<file path="config.mk">
export PLATFORM = sky130hd
export DESIGN_NAME = mmu_cmd_sequencer
export DESIGN_NICKNAME = d
export VERILOG_FILES = /design/src/rtl/mmu_cmd_sequencer.sv
export SDC_FILE = /design/constraint.sdc
export NUM_CORES = 1
export LEC_CHECK = 0
export BUFFER_PORTS_ARGS = -buffer_cell sky130_fd_sc_hd__buf_2
export CORE_AREA = 4 4 457 459
export CTS_CLUSTER_DIAMETER = 50
export DETAILED_ROUTE_END_ITERATION = 16
export DIE_AREA = 0 0 461 463
export PLACE_DENSITY_LB_ADDON = 0.12
export RECOVER_POWER = 100
export SYNTH_ARGS = -nofsm -noshare
export SYNTH_HDL_FRONTEND = slang
export SYNTH_SLANG_ARGS = --single-unit
</file>
<file path="constraint.sdc">
create_clock -name clk_i -period 3.1 [get_ports clk_i]
set_input_delay 0.465 -clock clk_i [delete_from_list [all_inputs] [get_ports clk_i]]
set_output_delay 0.465 -clock clk_i [all_outputs]
set_load 0.005 [all_outputs]
</file>
<file path="src/rtl/mmu_cmd_sequencer.sv">
// Initiator for a 4x4 MMU: turns one GEMM tile job into RESET/[SET_CONV_MODE]/TRIGGER/FORWARD
// commands with operand beats, then drains the four result columns to a valid/ready stream.
module mmu_cmd_sequencer #(
  parameter int unsigned ACLEN        = 8,
  parameter int unsigned DATA_WIDTH   = 32,
  parameter int unsigned KLEN_W       = 16,
  parameter int unsigned FLUSH_CYCLES = 6
) (
  input  logic                      clk_i,
  input  logic                      rst_i,
  input  logic                      job_valid_i,
  output logic                      job_ready_o,
  input  logic [KLEN_W-1:0]         job_k_i,
  input  logic                      job_conv_i,
  input  logic                      op_valid_i,
  output logic                      op_ready_o,
  input  logic [4*DATA_WIDTH-1:0]   op_data_i,
  input  logic [4*DATA_WIDTH-1:0]   op_weight_i,
  output logic                      mmu_cmd_valid_o,
  output logic [ACLEN:0]            mmu_cmd_o,
  output logic [DATA_WIDTH-1:0]     data_1_o,
  output logic [DATA_WIDTH-1:0]     data_2_o,
  output logic [DATA_WIDTH-1:0]     data_3_o,
  output logic [DATA_WIDTH-1:0]     data_4_o,
  output logic [DATA_WIDTH-1:0]     weight_1_o,
  output logic [DATA_WIDTH-1:0]     weight_2_o,
  output logic [DATA_WIDTH-1:0]     weight_3_o,
  output logic [DATA_WIDTH-1:0]     weight_4_o,
  input  logic [4*DATA_WIDTH-1:0]   mmu_rdata_1_i,
  input  logic [4*DATA_WIDTH-1:0]   mmu_rdata_2_i,
  input  logic [4*DATA_WIDTH-1:0]   mmu_rdata_3_i,
  input  logic [4*DATA_WIDTH-1:0]   mmu_rdata_4_i,
  input  logic                      mmu_busy_i,
  output logic                      res_valid_o,
  input  logic                      res_ready_i,
  output logic [4*DATA_WIDTH-1:0]   res_data_o,
  output logic [1:0]                res_col_o,
  output logic                      res_last_o,
  output logic                      busy_o
);

  localparam int unsigned LW = 4 * DATA_WIDTH;
  localparam int unsigned CW = ACLEN + 1;
  localparam int unsigned FW = $clog2(FLUSH_CYCLES + 1);

  localparam logic [CW-1:0] CMD_RESET        = CW'(0);
  localparam logic [CW-1:0] CMD_TRIGGER      = CW'(1);
  localparam logic [CW-1:0] CMD_TRIGGER_LAST = CW'(2);
  localparam logic [CW-1:0] CMD_SET_CONV     = CW'(6);
  localparam logic [CW-1:0] CMD_FORWARD      = CW'(8);

  // The state names the phase whose command is registered at the next edge, so the
  // RESET beat itself is issued on the job handshake and operands are accepted while
  // the preceding command is on the bus, giving back-to-back commands.
  typedef enum logic [2:0] {
    S_IDLE,
    S_MODE,
    S_FEED,
    S_FLUSH,
    S_WAIT,
    S_DRAIN
  } state_t;

  state_t                state_reg;
  logic [KLEN_W-1:0]     k_reg;
  logic [KLEN_W-1:0]     beat_reg;
  logic [FW-1:0]         flush_reg;
  logic [1:0]            col_reg;
  logic                  cmd_valid_reg;
  logic [CW-1:0]         cmd_reg;
  logic [DATA_WIDTH-1:0] data_reg   [4];
  logic [DATA_WIDTH-1:0] weight_reg [4];
  logic [LW-1:0]         cap_reg    [4];

  logic [DATA_WIDTH-1:0] op_data_lane   [4];
  logic [DATA_WIDTH-1:0] op_weight_lane [4];
  logic [LW-1:0]         rdata_col      [4];
  logic                  op_hs;

  genvar gi;
  generate
    for (gi = 0; gi < 4; gi++) begin : g_lane
      assign op_data_lane[gi]   = op_data_i[LW-1-gi*DATA_WIDTH -: DATA_WIDTH];
      assign op_weight_lane[gi] = op_weight_i[LW-1-gi*DATA_WIDTH -: DATA_WIDTH];
    end
  endgenerate

  assign rdata_col[0] = mmu_rdata_1_i;
  assign rdata_col[1] = mmu_rdata_2_i;
  assign rdata_col[2] = mmu_rdata_3_i;
  assign rdata_col[3] = mmu_rdata_4_i;

  assign op_ready_o = (state_reg == S_FEED) && !mmu_busy_i;
  assign op_hs      = op_ready_o && op_valid_i;

  always_ff @(posedge clk_i or negedge rst_i) begin
    if (!rst_i) begin
      state_reg     <= S_IDLE;
      k_reg         <= '0;
      beat_reg      <= '0;
      flush_reg     <= '0;
      col_reg       <= '0;
      cmd_valid_reg <= 1'b0;
      cmd_reg       <= '0;
      for (int i = 0; i < 4; i++) begin
        data_reg[i]   <= '0;
        weight_reg[i] <= '0;
        cap_reg[i]    <= '0;
      end
    end else begin
      cmd_valid_reg <= 1'b0;
      cmd_reg       <= '0;
      for (int i = 0; i < 4; i++) begin
        data_reg[i]   <= '0;
        weight_reg[i] <= '0;
      end

      case (state_reg)
        S_IDLE: begin
          if (job_valid_i) begin
            k_reg         <= job_k_i;
            beat_reg      <= '0;
            flush_reg     <= '0;
            cmd_valid_reg <= 1'b1;
            cmd_reg       <= CMD_RESET;
            if (job_conv_i) begin
              state_reg <= S_MODE;
            end else if (job_k_i != '0) begin
              state_reg <= S_FEED;
            end else begin
              // k=0: skip the flush entirely, just leave one idle bus cycle
              state_reg <= S_FLUSH;
              flush_reg <= FW'(FLUSH_CYCLES);
            end
          end
        end

        S_MODE: begin
          cmd_valid_reg <= 1'b1;
          cmd_reg       <= CMD_SET_CONV;
          if (k_reg != '0) begin
            state_reg <= S_FEED;
          end else begin
            state_reg <= S_FLUSH;
            flush_reg <= FW'(FLUSH_CYCLES);
          end
        end

        S_FEED: begin
          if (op_hs) begin
            cmd_valid_reg <= 1'b1;
            for (int i = 0; i < 4; i++) begin
              data_reg[i]   <= op_data_lane[i];
              weight_reg[i] <= op_weight_lane[i];
            end
            beat_reg <= beat_reg + KLEN_W'(1);
            if (beat_reg == k_reg - KLEN_W'(1)) begin
              cmd_reg   <= CMD_TRIGGER_LAST;
              state_reg <= S_FLUSH;
            end else begin
              cmd_reg <= CMD_TRIGGER;
            end
          end
        end

        S_FLUSH: begin
          if (flush_reg == FW'(FLUSH_CYCLES)) begin
            state_reg <= S_WAIT;
          end else if (!mmu_busy_i) begin
            cmd_valid_reg <= 1'b1;
            cmd_reg       <= CMD_FORWARD;
            flush_reg     <= flush_reg + FW'(1);
          end
        end

        S_WAIT: begin
          if (!mmu_busy_i) begin
            state_reg <= S_DRAIN;
            col_reg   <= '0;
            for (int i = 0; i < 4; i++) begin
              cap_reg[i] <= rdata_col[i];
            end
          end
        end

        S_DRAIN: begin
          if (res_ready_i) begin
            if (col_reg == 2'd3) begin
              state_reg <= S_IDLE;
              col_reg   <= '0;
            end else begin
              col_reg <= col_reg + 2'd1;
            end
          end
        end

        default: state_reg <= S_IDLE;
      endcase
    end
  end

  assign mmu_cmd_valid_o = cmd_valid_reg;
  assign mmu_cmd_o       = cmd_reg;
  assign data_1_o        = data_reg[0];
  assign data_2_o        = data_reg[1];
  assign data_3_o        = data_reg[2];
  assign data_4_o        = data_reg[3];
  assign weight_1_o      = weight_reg[0];
  assign weight_2_o      = weight_reg[1];
  assign weight_3_o      = weight_reg[2];
  assign weight_4_o      = weight_reg[3];

  assign job_ready_o = (state_reg == S_IDLE);
  assign busy_o      = (state_reg != S_IDLE);
  assign res_valid_o = (state_reg == S_DRAIN);
  assign res_col_o   = col_reg;
  assign res_last_o  = res_valid_o && (col_reg == 2'd3);
  assign res_data_o  = res_valid_o ? cap_reg[col_reg] : '0;

endmodule

</file>
==> impl_metrics.tcl <==
set metrics [dict create \
    synthCells 2229 \
    synthMuxAreaShare 0.263 \
    die_w_um 461 \
    layout.nets 5124 \
    fin_crit_ns 3.11 \
    max_cap_viol_count 1 \
    yosys.area_share.adder 0.00186 \
    dieArea_um2 213000 \
    whs_path_depth 2 \
    grt_max_degree 117 \
    violations "max-capacitance violations, max-slew violations, negative setup slack" \
    hold_path.class "input port to register" \
    areaGrowthSynthToFinish_pct 69.9 \
    dp.cells 6064 \
    worstSetupPathType "register to primary output" \
    grt_setup_unrepaired "yes" \
    cts_buffers 145 \
    powerDensity_nw_per_um2 810 \
    hpwl_mm 119 \
    required_ns 2.63 \
    cp-start-kind "register" \
    drtPass1Iterations 4 \
    clkSlewWorstSetupHoldPaths_ns 0.05 \
    outcome "finished with violations" \
    synth_xor_area_frac 0.00850 \
    vias_per_cell 3.78 \
    synthFlopType "dfrtp_1" \
    peakVddDrop_mv 0.488 \
    cts_root_buf "clkbuf_16" \
    cts_buffer_depth 3 \
    synth_top_family_by_area "multiplexers" \
    setup_viol 1 \
    coreArea_um2 204000 \
    h-tree-depth 4 \
    worst_hold_slack_ns 0.117 \
    seq_area_frac_synth 0.606 \
    fp.dieH_um 463 \
    clock_latency_ns 0.76 \
    ys_async_sr_fraction 1.00 \
    grt-ovfl-total 0 \
    fillers 21400 \
    slew_viol_final 63 \
    synth-edff-count 0 \
    ant_nets 0 \
    synthDistinctLibCells 54 \
    cts.sinks 813 \
    start_util 0.164 \
    dr_total_vias 27100 \
    synth_compound_area_frac 0.00928 \
    synth-simple-area-share 0.0910 \
    io_pins 1192 \
    fmax_mhz 322 \
    antenna_found_initial 34 \
    worstMarginPinSlew_ns 2.37 \
    crit_fanout 7 \
    finalCritPeriodShare 1.00 \
    yosysWarnings 0 \
    drive_above_1_share 0.459 \
    cp.arrival_ns 2.65 \
    cts_tree "built" \
    drt_iter0_drc 948 \
    port_buffers 1186 \
    syn_area_per_cell_um2 15.1 \
    hold_viol_final 0 \
    fin_cells 7162 \
    critPathCaptureType "primary output" \
    largest_reg_flops 512 \
    final.setup_skew_ns 0.0270 \
    drcViolationCount 0 \
    synth-seq-cells 813 \
    wire_per_inst_um 22.5 \
    routed_wl_mm 161 \
    gp_congestion 0.762 \
    slew_headroom -0.579 \
    grt_pass1_wl_mm 228 \
    fin_ws_ns -0.0102 \
    grt_usage 0.147 \
    total_leakage_power_nw 26.8 \
    syn_area_um2 33600 \
    row_count 166 \
    ff2ff_path_depth 4 \
    grt_pass1_vias 31100 \
]
## report_power, final
part / switching (W) / total [W] / internal, W
Combinational: 0.00490 / 0.0123 / 0.00738
Sequential: 0.00228 / 0.0168 / 0.0145
Clock: 0.00609 / 0.0172 / 0.0111
## cell usage after synthesis, drive strengths merged (4+ instances only)
library cell    n  share of area
inv            13         0.0015
mux4          128          0.086
and3          131          0.024
or4             6         0.0016
xor2           11         0.0029
a21oi          14         0.0021
clkbuf        140          0.016
nand4           8         0.0015
nand2b          5        0.00093
mux2          527           0.18
nor2b           6         0.0011
nor3            6        0.00089
nand2          21         0.0023
o21ai          14         0.0021
nand3           8         0.0012
xnor2          19         0.0050
and2          257          0.048
nor3b           4        0.00089
nor2           27         0.0030
or3             4        0.00075
dfrtp         813           0.61
buf            18         0.0028
ha              5         0.0019
nor4            9         0.0021
## logic make-up (layout without fill, tap and decap cells)
logic type,count (synthesis),count (layout)
flops,813,813
mux,657,657
simple gates,502,502
buf+inv,171,2386
compound gates,49,49
xor+xnor,31,31
fa+ha+maj,5,5
other cells,1,31
## metal layers
layer,share of wire,routed length [um],GRT usage
met1,0.39,63500,0.169
met2,0.51,81600,0.261
met3,0.066,10700,0.0428
met4,0.032,5230,0.0467
met5,0.00051,82,0
## through the flow
stage	setup slack, ns	util	TNS (ns)	instance area (um2)	power (W)
final	-0.0102	0.279	-0.0102	57000	0.0462
after detailed placement	0.194	0.213	0	43600	0.0282
after CTS	-0.124	0.280	-3.20	57300	0.0473
after global routing	-0.114	0.279	-9.58	57000	0.0489
after global placement	0.110	0.213	0	43600	0.0281
after floorplan	0.449	-	0	33600	0.0234
## final cells by class
type                            count  area, um2  area share
Clock inverter                     83       1220      0.0214
Inverter                           13       48.8    0.000856
Timing Repair Buffer             2106      15300       0.268
Sequential cell                   813      20400       0.357
Antenna cell                       26       65.1     0.00114
Multi-Input combinational cell   1249      12700       0.222
Tap cell                         2688       3360      0.0590
Clock buffer                      184       4010      0.0703
## cells in the final DEF, fill, tap and decap left out, types with 29 or more instances in the layout
master and instances:
and2_0 129, and3_1 108, buf_2 953, buf_12 31
clkbuf_16 149, clkbuf_1 241, clkbuf_2 36, mux2_2 527
buf_4 29, dfrtp_1 810, mux4_2 128, dlygate4sd3_1 779
and2_1 128, buf_6 32
## critical path: stages (launching register included)
cell	delay, ns
dfrtp_4	0.47
buf_16	0.18
buf_12	0.13
buf_16	0.14
mux4_2	0.57
and3_4	0.21
buf_6	0.13
## final timing paths
path / slack [ns] / endpoint / from
setup / recovery: -0.01 / res_data_o[61] / res_col_o[0]$_DFFE_PN0P_
hold reg to reg: 0.50 / cap_reg[215]$_DFFE_PN0P_ / cap_reg[215]$_DFFE_PN0P_
setup reg to reg: 0.10 / cap_reg[280]$_DFFE_PN0P_ / state_reg[0]$_DFFE_PN0P_
hold / removal: 0.12 / cap_reg[384]$_DFFE_PN0P_ / mmu_rdata_1_i[0]
min in group asynchronous: 1.03 / weight_3_o[0]$_DFF_PN0_ / rst_i
max in group asynchronous: 0.38 / cap_reg[188]$_DFFE_PN0P_ / rst_i
## timing repair
| item | CTS | global route |
|---|---|---|
| setup endpoints to repair | 89 | 85 |
| gates resized for setup | 79 | 17 |
| hold buffers | 779 | 0 |
| hold endpoints to repair | 813 | 0 |
| gates cloned | 7 | 3 |
| pin swaps | 2 | 0 |
| setup buffers | 14 | 4 |
Note: power is estimated with default switching activity, not from simulation.
